File: config.mk
export PLATFORM = sky130hd
export DESIGN_NAME = vga_timing_gen
export DESIGN_NICKNAME = d
export VERILOG_FILES = /design/src/rtl/vga_timing_gen.sv
export SDC_FILE = /design/constraint.sdc
export NUM_CORES = 1
export LEC_CHECK = 0
export ABC_AREA = 0
export CAP_MARGIN = 15
export CELL_PAD_IN_SITES_DETAIL_PLACEMENT = 0
export CELL_PAD_IN_SITES_GLOBAL_PLACEMENT = 1
export CORE_ASPECT_RATIO = 0.5
export CORE_MARGIN = 5
export CORE_UTILIZATION = 40
export DETAILED_ROUTE_END_ITERATION = 8
export PLACE_DENSITY_LB_ADDON = 0.2
export SLEW_MARGIN = 20
export SYNTH_ARGS = -nofsm -noshare
export SYNTH_HDL_FRONTEND = slang
export SYNTH_SLANG_ARGS = --single-unit
File: constraint.sdc
create_clock -name clk -period 6.65 [get_ports clk]
set_input_delay 1.33 -clock clk [delete_from_list [all_inputs] [get_ports clk]]
set_output_delay 1.33 -clock clk [all_outputs]
set_load 0.05 [all_outputs]
File: src/rtl/vga_timing_gen.sv
// VGA raster timing: pixel-rate divider, X/Y counters, sync/blank decode, frame counter.
// Latency: counters and pixelTick move on the divider-wrap clk; hSync/vSync/blankN lag the counters by 1 clk.
// No backpressure: enable=0 freezes all state and forces the strobes low.
module vga_timing_gen #(
  parameter int CLK_DIV  = 2,
  parameter int H_ACTIVE = 640,
  parameter int H_FP     = 16,
  parameter int H_SYNC   = 96,
  parameter int H_BP     = 48,
  parameter int V_ACTIVE = 480,
  parameter int V_FP     = 10,
  parameter int V_SYNC   = 2,
  parameter int V_BP     = 33
) (
  input  logic        clk,
  input  logic        reset,
  input  logic        enable,
  output logic [10:0] pixelX,
  output logic [10:0] pixelY,
  output logic        pixelTick,
  output logic        hSync,
  output logic        vSync,
  output logic        blankN,
  output logic        startOfFrame,
  output logic [15:0] frameCount
);

  localparam int H_TOTAL  = H_ACTIVE + H_FP + H_SYNC + H_BP;
  localparam int V_TOTAL  = V_ACTIVE + V_FP + V_SYNC + V_BP;
  localparam int HS_START = H_ACTIVE + H_FP;
  localparam int HS_END   = H_ACTIVE + H_FP + H_SYNC - 1;
  localparam int VS_START = V_ACTIVE + V_FP;
  localparam int VS_END   = V_ACTIVE + V_FP + V_SYNC - 1;
  // A 1-bit divider is kept for CLK_DIV=1; it simply sits at 0 and wraps every clk.
  localparam int DIV_W    = (CLK_DIV > 1) ? $clog2(CLK_DIV) : 1;

  logic [DIV_W-1:0] div;
  logic             div_wrap;
  logic             line_end;
  logic             frame_end;

  assign div_wrap  = (div == DIV_W'(CLK_DIV - 1));
  assign line_end  = (pixelX == 11'(H_TOTAL - 1));
  assign frame_end = (pixelY == 11'(V_TOTAL - 1));

  // Divider, raster counters, per-pixel strobe and frame bookkeeping.
  always_ff @(posedge clk) begin
    if (reset) begin
      div          <= '0;
      pixelX       <= '0;
      pixelY       <= '0;
      pixelTick    <= 1'b0;
      startOfFrame <= 1'b0;
      frameCount   <= '0;
    end else if (enable) begin
      pixelTick    <= div_wrap;
      startOfFrame <= div_wrap && line_end && frame_end;
      if (div_wrap) begin
        div <= '0;
        if (line_end) begin
          pixelX <= '0;
          if (frame_end) begin
            pixelY     <= '0;
            frameCount <= frameCount + 16'd1;
          end else begin
            pixelY <= pixelY + 11'd1;
          end
        end else begin
          pixelX <= pixelX + 11'd1;
        end
      end else begin
        div <= div + DIV_W'(1);
      end
    end else begin
      pixelTick    <= 1'b0;
      startOfFrame <= 1'b0;
    end
  end

  // Sync and blank decoded from the current counters, so they land one clk after the counters move.
  always_ff @(posedge clk) begin
    if (reset) begin
      hSync  <= 1'b1;
      vSync  <= 1'b1;
      blankN <= 1'b0;
    end else if (enable) begin
      hSync  <= !((pixelX >= 11'(HS_START)) && (pixelX <= 11'(HS_END)));
      vSync  <= !((pixelY >= 11'(VS_START)) && (pixelY <= 11'(VS_END)));
      blankN <= (pixelX < 11'(H_ACTIVE)) && (pixelY < 11'(V_ACTIVE));
    end
  end

endmodule

After elaboration in Yosys (flattened, before gate mapping)
Cells that the tools add are included.
{ "classes": {"add_sub_neg": 4, "magnitude_cmp": 6, "eq_ne": 2, "mux": 3, "n_bitwise": 1, "reduce_logical": 11} }
{ "op_table": {"columns": ["op", "count"], "rows": [
  ["adder 11 x 1 -> 11 bit (second input constant)", 2],
  ["equality test 11 x 10 -> 1 bit (second input constant)", 2],
  ["two-way mux 11 bit", 2],
  ["adder 16 x 1 -> 16 bit (second input constant)", 1],
  [">= comparator 11 x 10 -> 1 bit (second input constant)", 1],
  [">= comparator 11 x 9 -> 1 bit (second input constant)", 1],
  ["less-or-equal comparator 11 x 10 -> 1 bit (second input constant)", 1],
  ["less-or-equal comparator 11 x 9 -> 1 bit (second input constant)", 1],
  ["less-than comparator 11 x 10 -> 1 bit (second input constant)", 1],
  ["less-than comparator 11 x 9 -> 1 bit (second input constant)", 1],
  ["logical AND 1 bit", 5],
  ["AND reduction 4 bit", 1],
  ["AND reduction 3 bit", 1],
  ["zero test 1 bit", 2],
  ["AND reduction 2 bit", 1],
  ["OR reduction 2 bit", 1],
  ["adder 1 bit (second input constant)", 1],
  ["two-way mux 1 bit", 1],
  ["NOT 1 bit", 1]
]} }
{ "totals": {"register_bits": 44, "inputBits": 3, "out_inout_bits": 43, "wordCells": 36} }

Longest topological paths before layout
Gate-level depths: netlist of the first run.
{ "logic_depth": {"word_depth": 3, "ltp_mapped": 9, "depth_no_buf": 6} }

Least setup slack after synthesis of the first run
OpenSTA, ideal clock, no wires.
{ "synth_timing": {"kind": "input to register", "start": "in enable", "end": "reg frameCount[11]", "setup_ns": 0.071, "arrival_time_ns": 3.222, "required_time_ns": 6.579, "path_slack_ns": 3.357, "path_stages": 7, "n_path_buf": 3, "cell_sequence": "clkbuf_1 nand4_1 or4_1 buf_2 buf_6 or4_1 a21oi_1"} }
{ "synth_between": {"elab_chain_cells": 1} }
{ "synth_lines": {"columns": ["element", "line", "rtl"], "rows": [
  ["start: declaration", "17", "input logic enable,"],
  ["AND reduction 4 bit (no source line)", null, null],
  ["end signal: assignment", "64", "frameCount <= frameCount + 16'd1;"],
  ["end: declaration", "25", "output logic [15:0] frameCount"]
]} }
No other way between the ends.
A chain may end at the register's enable or synchronous reset.

Final worst setup path of the first run
Ends and elaborated chain as after synthesis.

==> results of run 1 <==
## per-stage QoR
stage | util (%) | setup WS [ns] | std cells
final | 50.7 | 2.87 | 368
after CTS | 50.8 | 2.86 | 368
after floorplan | - | 3.36 | 258
after detailed placement | 49.4 | 2.55 | 361
after global routing | 50.7 | 2.64 | 368
after global placement | 49.4 | 2.63 | 361
## critical path, cell delays in order
cell	delay, ns
clkdlybuf4s50_1	0.65
nand4_1	0.28
or4_1	0.93
or4_1	0.61
a21oi_1	0.18
## area by class of cell
| type | instances | area share, % |
|---|---|---|
| clock inverter | 1 | 0.183 |
| inverter | 8 | 1.10 |
| clock buffer | 6 | 2.65 |
| multi-input combinational | 190 | 44.0 |
| timing repair buffer | 46 | 16.5 |
| tap | 73 | 3.34 |
| sequential | 44 | 32.2 |
## flip-flops by register name, summed over array words and instances, names as in the netlist
register and cells:
div 1, vSync 1, pixelY 11, pixelTick 1, pixelX 11, blankN 1
startOfFrame 1, hSync 1, frameCount 16
## cells by family (layout without fill, tap and decap cells)
logic type	Yosys count	after routing	share of synthesized area (%)
and+or+nand+nor	112	112	29.7
adders and majority gates	6	6	3.44
DFF	44	44	40.3
muxes	2	2	1.03
AOI/OAI and AO/OA	58	58	16.2
xor gates and xnor gates	12	12	4.81
buffers and inverters	24	61	4.52
## per-layer routing
metal | up-vias | GRT usage, % | wire length, um
met2 | 44 | 24.9 | 2490
met3 | 5 | 4.56 | 338
met5 | - | 0 | 0
li1 | 1036 | - | -
met1 | 994 | 22.0 | 2750
met4 | 0 | 3.70 | 39
## power breakdown
part,switching (mW),internal [mW]
Sequential,0.00214,0.265
Combinational,0.0144,0.00658
Clock,0.0880,0.0716
Total,0.105,0.344
## placed cells by master (no fill, tap or decap), types with 3 or more instances in the layout
cell             instances
inv_1                    8
ha_1                     6
nand4_1                 12
clkbuf_8                 5
or4_1                   15
and4_1                   3
nor3_1                   6
nor2_1                  19
xnor2_1                 11
o21ai_0                 10
clkdlybuf4s50_1         44
a21oi_1                 25
and2_1                   4
dfxtp_1                 44
nor4_1                   4
nor4bb_1                 3
nand2_1                 16
or3_1                    8
nand3_1                 12
o31ai_1                 14
## worst paths after layout
check,from,to,slack (ns),cells after the start
setup reg to reg,pixelX[8]$_SDFFE_PP0P_,pixelY[9]$_SDFFE_PP0P_,3.83,4
setup / recovery,enable,frameCount[11]$_SDFFE_PP0P_,2.87,5
hold reg to reg,vSync$_SDFFE_PP1P_,vSync$_SDFFE_PP1P_,0.49,1
hold / removal,vSync$_SDFFE_PP1P_,vSync$_SDFFE_PP1P_,0.49,1
## synth_stat cells (all sizes together), types with 3 or more instances
cell,instances
and4,3
dfxtp,44
xnor2,11
buf,3
o21ai,10
ha,6
or4,16
nor2,19
o31ai,14
clkbuf,13
nor4bb,3
or3,8
nor3,6
a21oi,25
nand3,12
inv,8
nand2,16
nand4,12
and2,4
nor4,4
==> results.toml, run 1 <==
[flow_run]
drv_cap = 0

[critical_path]
crit_type = "input pin to flop"
crit_path_start_kind = "input pin"
crit_fanout = 25
end_kind = "flop"
worstPathArrival_ns = 3.99
cp.required_ns = 6.86

[finish]
regArea_um2 = 881
antenna_cells = 0
drive_gt1_share_pct = 4.07
multi_input_area_um2 = 1200
design_area_um2 = 2740
synthToLayoutAreaGrowth_pct = 25.3
fill_cells = 537
nets = 304

[sta]
finalHoldViolations = 0
relSlewSlack_pct = 44.2
drv_slew = 0
tightest_slew_ns = 0.832
timing.fmax_ghz = 0.265
holdWs_ns = 0.487
fin_tns_setup_ns = 0
final_period_minus_worst_setup_slack_ns = 3.78
setup_violations = 0
timing.final.crit_share_pct = 56.8
rsz0062_at_grt = "false"
fin_worst_skew_ns = 0.00732

[floorplan]
fp.dieW_um = 115
ios = 46
die_h_um = 62.3
dieArea_um2 = 7130
core_area_um2 = 5400
initial_core_util_pct = 40.5
rows = 19

[global_route]
grt_pass1_wl_um = 9470
grt_pass1_vias = 1932
grt.total_usage_pct = 16.0
grt_antenna_before_repair = 0
grt_max_degree = 30
gr-total-overflow = 0

[clock_network]
cts-root-buf = "clkbuf_8"
cts_hold_buf = 0
postCtsSetupRepairBufs = 0
clk_latency_ns = 0.29
cts_sinks = 44
cts_buffer_depth = 2
numCtsBuffers = 5
ctsResizeCount = 0
tritoncts = "built"
clk_pin_slew_worst_paths_ns = 0.08
htreeDepth = 2

[placed_design]
place_hpwl_um = 3980
gp_congestion = 0.847
dpl_cell_area_um2 = 2670
port_buffers = 45

[synth]
synth-async-reset-ratio_pct = 0
synth-seq-cells = 44
syn_area_um2 = 2180
synth_top_area_share_pct = 40.3
yosysTopAreaCell = "dfxtp_1"
synth.top_cells.by_area = "dfxtp_1 40%, a21oi_1 5.7%, or4_1 5.2%"
yosysUniqueCellTypes = 39
yosysSeqAreaShare_pct = 40.3
synth-edff-count = 0
syn_nets = 267
synth_area_per_cell_um2 = 8.47
ys.flop_type = "dfxtp_1"
yosysWarnings = 0
syn_inst = 258

[route]
routed_wl_um = 5610
route.vias.total = 2079
viasPerCell = 5.65
drtIter0Drc = 185
first_pass_iters = 4
postRouteAntennaNets = 0
wire_per_inst_um = 15.3
drc = 0

[outcome]
outcome = "completed"

[power]
ir_drop_mv = 0.0778
power_leakage_nw = 0.825
p_total_uw = 448
power_density_nw_per_um2 = 164

[worst_hold_path]
min_path_type = "flop to flop"
No activity file was read; power rests on OpenSTA's default activity.
==> inputs of run 2 (changes only) <==
CORE_UTILIZATION = 34   (was 40)
clock period = 3.15 ns   (was 6.65 ns; I/O delays follow)
==> run 2 against run 1 <==
Compared with the run above: setup slack worse by 2.3 ns; die area is 15% higher; sequential share of layout area decreased by 1.5 points; routed wire length increased by 2.4%; total power increased to 2.5 times the previous value; combinational power rose by 140%; register-to-register slack lost 3.1 ns; non-clock buffer count up 6; via count is 0.96% higher; clock-buffer cell count rose by 2; clock power rose to 3.3 times the previous value; cell area grew 5.0%; critical path type unchanged.
==> results.toml, run 2 (synthesized netlist as in run 1, its figures left out) <==
[route]
postRouteAntennaNets = 0
drc = 0
viasPerCell = 5.38
routed_wl_um = 5750
first_pass_iters = 4
drtIter0Drc = 88
wire_per_inst_um = 14.7
route.vias.total = 2099

[placed_design]
gp_congestion = 0.729
port_buffers = 45
dpl_cell_area_um2 = 2730
place_hpwl_um = 4160
placed_cells = 382

[power]
ir_drop_mv = 0.184
combPwrFrac_pct = 4.3
pwr-share-seq_pct = 49.5
intPower_uw = 895
switching_share_pct = 21.7
p_sw_uw = 248
power_density_nw_per_um2 = 397
power_leakage_nw = 0.882
pwr-share-clk_pct = 46.1

[floorplan]
initial_core_util_pct = 35.5
die_h_um = 66.7
rows = 20
fp.dieW_um = 123
dieArea_um2 = 8230
ios = 46
core_area_um2 = 6160

[flow_run]
drv_cap = 0

[finish]
top_register = "frameCount"
drive_gt1_share_pct = 5.63
layout_common_cells = "45 x clkdlybuf4s50_1, 44 x dfxtp_1, 25 x a21oi_1"
instances_no_fill = 390
largest_register_ffs = 16
nets = 310
synthToLayoutAreaGrowth_pct = 31.6
fill_cells = 625
antenna_cells = 0
largestRegisters = "frameCount x16, pixelX x11, pixelY x11"
design_area_um2 = 2880
layout_commonest_cell = "clkdlybuf4s50_1"

[critical_path]
timing.critical_path.mode_cell = "or4_1"
cp.required_ns = 3.37
crit_fanout = 25
cp.depth = 6
cpMaxStageDelayCell = "or4_1"
critPathTopFamily = "simple AND/OR/NAND/NOR gates"
worstPathArrival_ns = 2.74
worst_path_largest_cell_delay_ns = 0.55
crit_type = "input pin to flop"
cp_num_buf_inv = 2
worstPathCellList = "clkdlybuf4s50_1, nand4_1, or4_1, buf_4, or4_1, a21oi_1"
crit_path_start_kind = "input pin"
worstRegToRegCells = 5
end_kind = "flop"

[sta]
rsz0062_at_grt = "false"
relSlewSlack_pct = 61.3
drv_slew = 0
timing.fmax_ghz = 0.396
tightest_slew_ns = 0.573
fin_tns_setup_ns = 0
timing.final.crit_share_pct = 80.2
finalHoldViolations = 0
fin_worst_skew_ns = 0.00689
setup_violations = 0
final_period_minus_worst_setup_slack_ns = 2.53

[worst_hold_path]
min_path_type = "flop to flop"
whs_path_depth = 1

[global_route]
grt.total_usage_pct = 15.2
grt_antenna_before_repair = 0
grt_pass1_vias = 1972
grt_max_degree = 26
gr-total-overflow = 0
grt_pass1_wl_um = 9780

[clock_network]
postCtsSetupRepairBufs = 0
htreeDepth = 2
cts_buffer_depth = 2
clk_latency_ns = 0.29
numCtsBuffers = 5
ctsResizeCount = 0
cts_sinks = 44
cts-root-buf = "clkbuf_16"
clk_pin_slew_worst_paths_ns = 0.06
cts_hold_buf = 0
tritoncts = "built"

[outcome]
outcome = "completed"
[run 2: cell types whose count changed in the layout (fill, tap and decap cells not counted)]
cell | previous run | this run
clkdlybuf4s50_1 | 44 | 45
clkbuf_16 | 0 | 5
clkinv_2 | 1 | 0
buf_2 | 1 | 0
buf_4 | 1 | 7
clkbuf_8 | 5 | 1
clkbuf_1 | 1 | 2
[run 2: through the flow]
| step | total power [mW] | utilization (%) | worst slack [ns] | hold slack, ns |
|---|---|---|---|---|
| floorplan | 0.610 | - | 0.500 | 0.507 |
| global placement | 0.627 | 44.3 | 0.433 | 0.471 |
| detailed placement | 0.628 | 44.3 | 0.353 | 0.479 |
| CTS | 1.16 | 46.7 | 0.636 | 0.492 |
| global route | 1.19 | 46.7 | 0.491 | 0.512 |
| finish | 1.14 | 46.7 | 0.624 | 0.486 |
[run 2: layer usage]
| metal | wire length, um | global-route usage, % |
|---|---|---|
| met4 | 48 | 3.72 |
| met2 | 2550 | 23.9 |
| met1 | 2830 | 20.3 |
| met5 | 0 | 0 |
| met3 | 325 | 4.75 |
[run 2: cell type report]
type                            instances  area, um2  area share (%)
Multi-Input combinational cell        190       1200            41.9
Sequential cell                        44        881            30.6
Timing Repair Buffer                   52        503            17.5
Clock buffer                            8        146            5.09
Tap cell                               88        110            3.83
Inverter                                8       30.0            1.04
[run 2: final timing paths]
| kind | from | endpoint | slack (ns) |
|---|---|---|---|
| worst max-delay path | enable | frameCount[10]$_SDFFE_PP0P_ | 0.62 |
| worst min register to register | vSync$_SDFFE_PP1P_ | vSync$_SDFFE_PP1P_ | 0.49 |
| worst min-delay path | vSync$_SDFFE_PP1P_ | vSync$_SDFFE_PP1P_ | 0.49 |
| worst max register to register | pixelY[10]$_SDFFE_PP0P_ | frameCount[10]$_SDFFE_PP0P_ | 0.74 |
[run 2: power by group through the flow]
stage	logic [mW]	clock network, mW	registers, mW
final	0.0497	0.527	0.566
after global routing	0.0536	0.573	0.566
after floorplan	0.0208	0	0.589
after CTS	0.0506	0.544	0.566
after global placement	0.0492	0	0.578
after detailed placement	0.0502	0	0.578
==> patch: new RTL, settings of run 2 <==
`V_FP`: 10 -> 5.
--- a/src/rtl/vga_timing_gen.sv
+++ b/src/rtl/vga_timing_gen.sv
@@ -8,7 +8,7 @@
   parameter int H_SYNC   = 96,
   parameter int H_BP     = 48,
   parameter int V_ACTIVE = 480,
-  parameter int V_FP     = 10,
+  parameter int V_FP     = 5,
   parameter int V_SYNC   = 2,
   parameter int V_BP     = 33
 ) (
Behaviour: same outputs for any inputs over 10 cycles, from zero or initial values and one cycle with reset high; that may be too few to reach the edited logic, so the function may still have changed.
==> patch against run 2 <==
Setup slack gained 0.21 ns. Total power grew 5.5%. Wire length shrank 11%. Sequential cell count is the same. Area after synthesis shrank 0.97%. Final area shrank 0.83%. Non-clock buffer count shrank 3. Final cell count shrank 3.3%. Critical endpoint is now pixelX[5].
==> patch: results (changes against run 2) <==
* DP Area at 2680 µm² (-1.7%)
* Filler Cell Count at 633 (+1.3%)
* First-pass GRT wire length at 8850 µm (-9.5%)
* Vias in the first global route at 1795 (-9.0%)
* Synth area leaders: dfxtp_1, nor2_1, xnor2_1
* CP max-delay cell: clkdlybuf4s50_1
* Status: completed
* Iter 0 DRT Violations at 113 (+28%)
* Share of cells above drive strength 1 at 7.61% (+2.0 points)
* Syn nets at 253 (-5.2%)
* Vias per cell at 4.89 (-9.2%)
* Critical-path maximum fanout at 8 (-68%)
* LEAKAGE at 0.974 nW (+10%)
* Post-route clock skew at 0.00732 ns (+0.000435 ns)
* Netlist cell types at 38 (-2.6%)
* Tightest Pin Transition at 0.513 ns (-0.0593 ns)
* Post-DP HPWL at 3790 µm (-9.0%)
* Worst vdd rail ir drop at 199 µV (+8.4%)
* Placer Congestion at 0.770 (+5.6%)
* Global Route Usage Sum at 14.0% (-1.2 points)
* CP max stage delay at 0.87 ns (+0.32 ns)
* # Post-CTS Setup Buffers at 0 (unchanged)
* Commonest cells in the netlist: dfxtp_1, nor2_1, xnor2_1
* Top Family by Delay on Critical Path: buffers and inverters
* Sequential fraction of the synthesis area at 40.7% (+0.40 points)
* Pin count of the biggest net entering global routing at 18 (-31%)
## patch: cell count changes after synthesis, moves of 6 or more
cell,run 2,this run
xor2_1,1,16
clkbuf_1,13,4
or4_1,15,0
nor2_1,19,40
xnor2_1,11,17
o31ai_1,14,0
a21oi_1,25,5
## patch: power by group through the flow
stage | Clock, mW | Sequential [mW] | Combinational, mW
2_1_floorplan | 0 | 0.588 | 0.0219
3_3_place_gp | 0 | 0.577 | 0.0482
3_5_place_dp | 0 | 0.577 | 0.0483
4_1_cts | 0.615 | 0.565 | 0.0487
5_1_grt | 0.650 | 0.565 | 0.0521
6_report | 0.594 | 0.565 | 0.0474
## patch: cell type report
class                   instances  area [µm²]  share of cell area [%]
repair buffers                 49         480                    16.8
clock inverters                 3        42.5                    1.49
clock buffers                   5         125                    4.39
inverters                       6        22.5                   0.790
multi-input cells             182        1190                    41.7
flip-flops and latches         44         881                    30.9
well taps                      88         110                    3.86
## patch: worst reg2reg max path, delay by kind of cell, from the launching register on
family,cells,cell delay (ns)
AND/OR/NAND/NOR,4,1.45
flip-flops,1,0.41
adder cells (fa/ha/maj),1,0.24
AO/OA/AOI/OAI,1,0.08
## patch: per-layer routing
| layer | vias to the layer above | wire length [µm] | global-route usage, % |
|---|---|---|---|
| li1 | 932 | - | - |
| met5 | - | 0 | 0 |
| met1 | 869 | 2570 | 18.2 |
| met3 | 6 | 221 | 4.36 |
| met4 | 0 | 62 | 5.02 |
| met2 | 35 | 2250 | 21.7 |
## patch: worst paths after layout
kind | start | end | slack, ns | cells after the start
setup / recovery | pixelX[5]$_SDFFE_PP0P_ | pixelX[5] | 0.84 | 1
hold / removal | blankN$_SDFFE_PP0P_ | blankN$_SDFFE_PP0P_ | 0.47 | 2
setup reg to reg | pixelX[0]$_SDFFE_PP0P_ | pixelY[1]$_SDFFE_PP0P_ | 0.87 | 6
hold reg to reg | blankN$_SDFFE_PP0P_ | blankN$_SDFFE_PP0P_ | 0.47 | 2
## patch: kinds of logic after synthesis
logic type	synth area share (%)
flops	40.7
fa+ha+maj	3.47
compound gates	3.93
mux	0.463
xor+xnor	13.4
simple gates	33.8
buf+inv	4.28
## patch: stage by stage
stage,instances,hold WS [ns],setup WS [ns]
floorplan,244,0.490,0.765
global placement,369,0.458,0.610
detailed placement,369,0.467,0.571
CTS,377,0.478,0.823
global route,377,0.505,0.692
finish,377,0.469,0.838
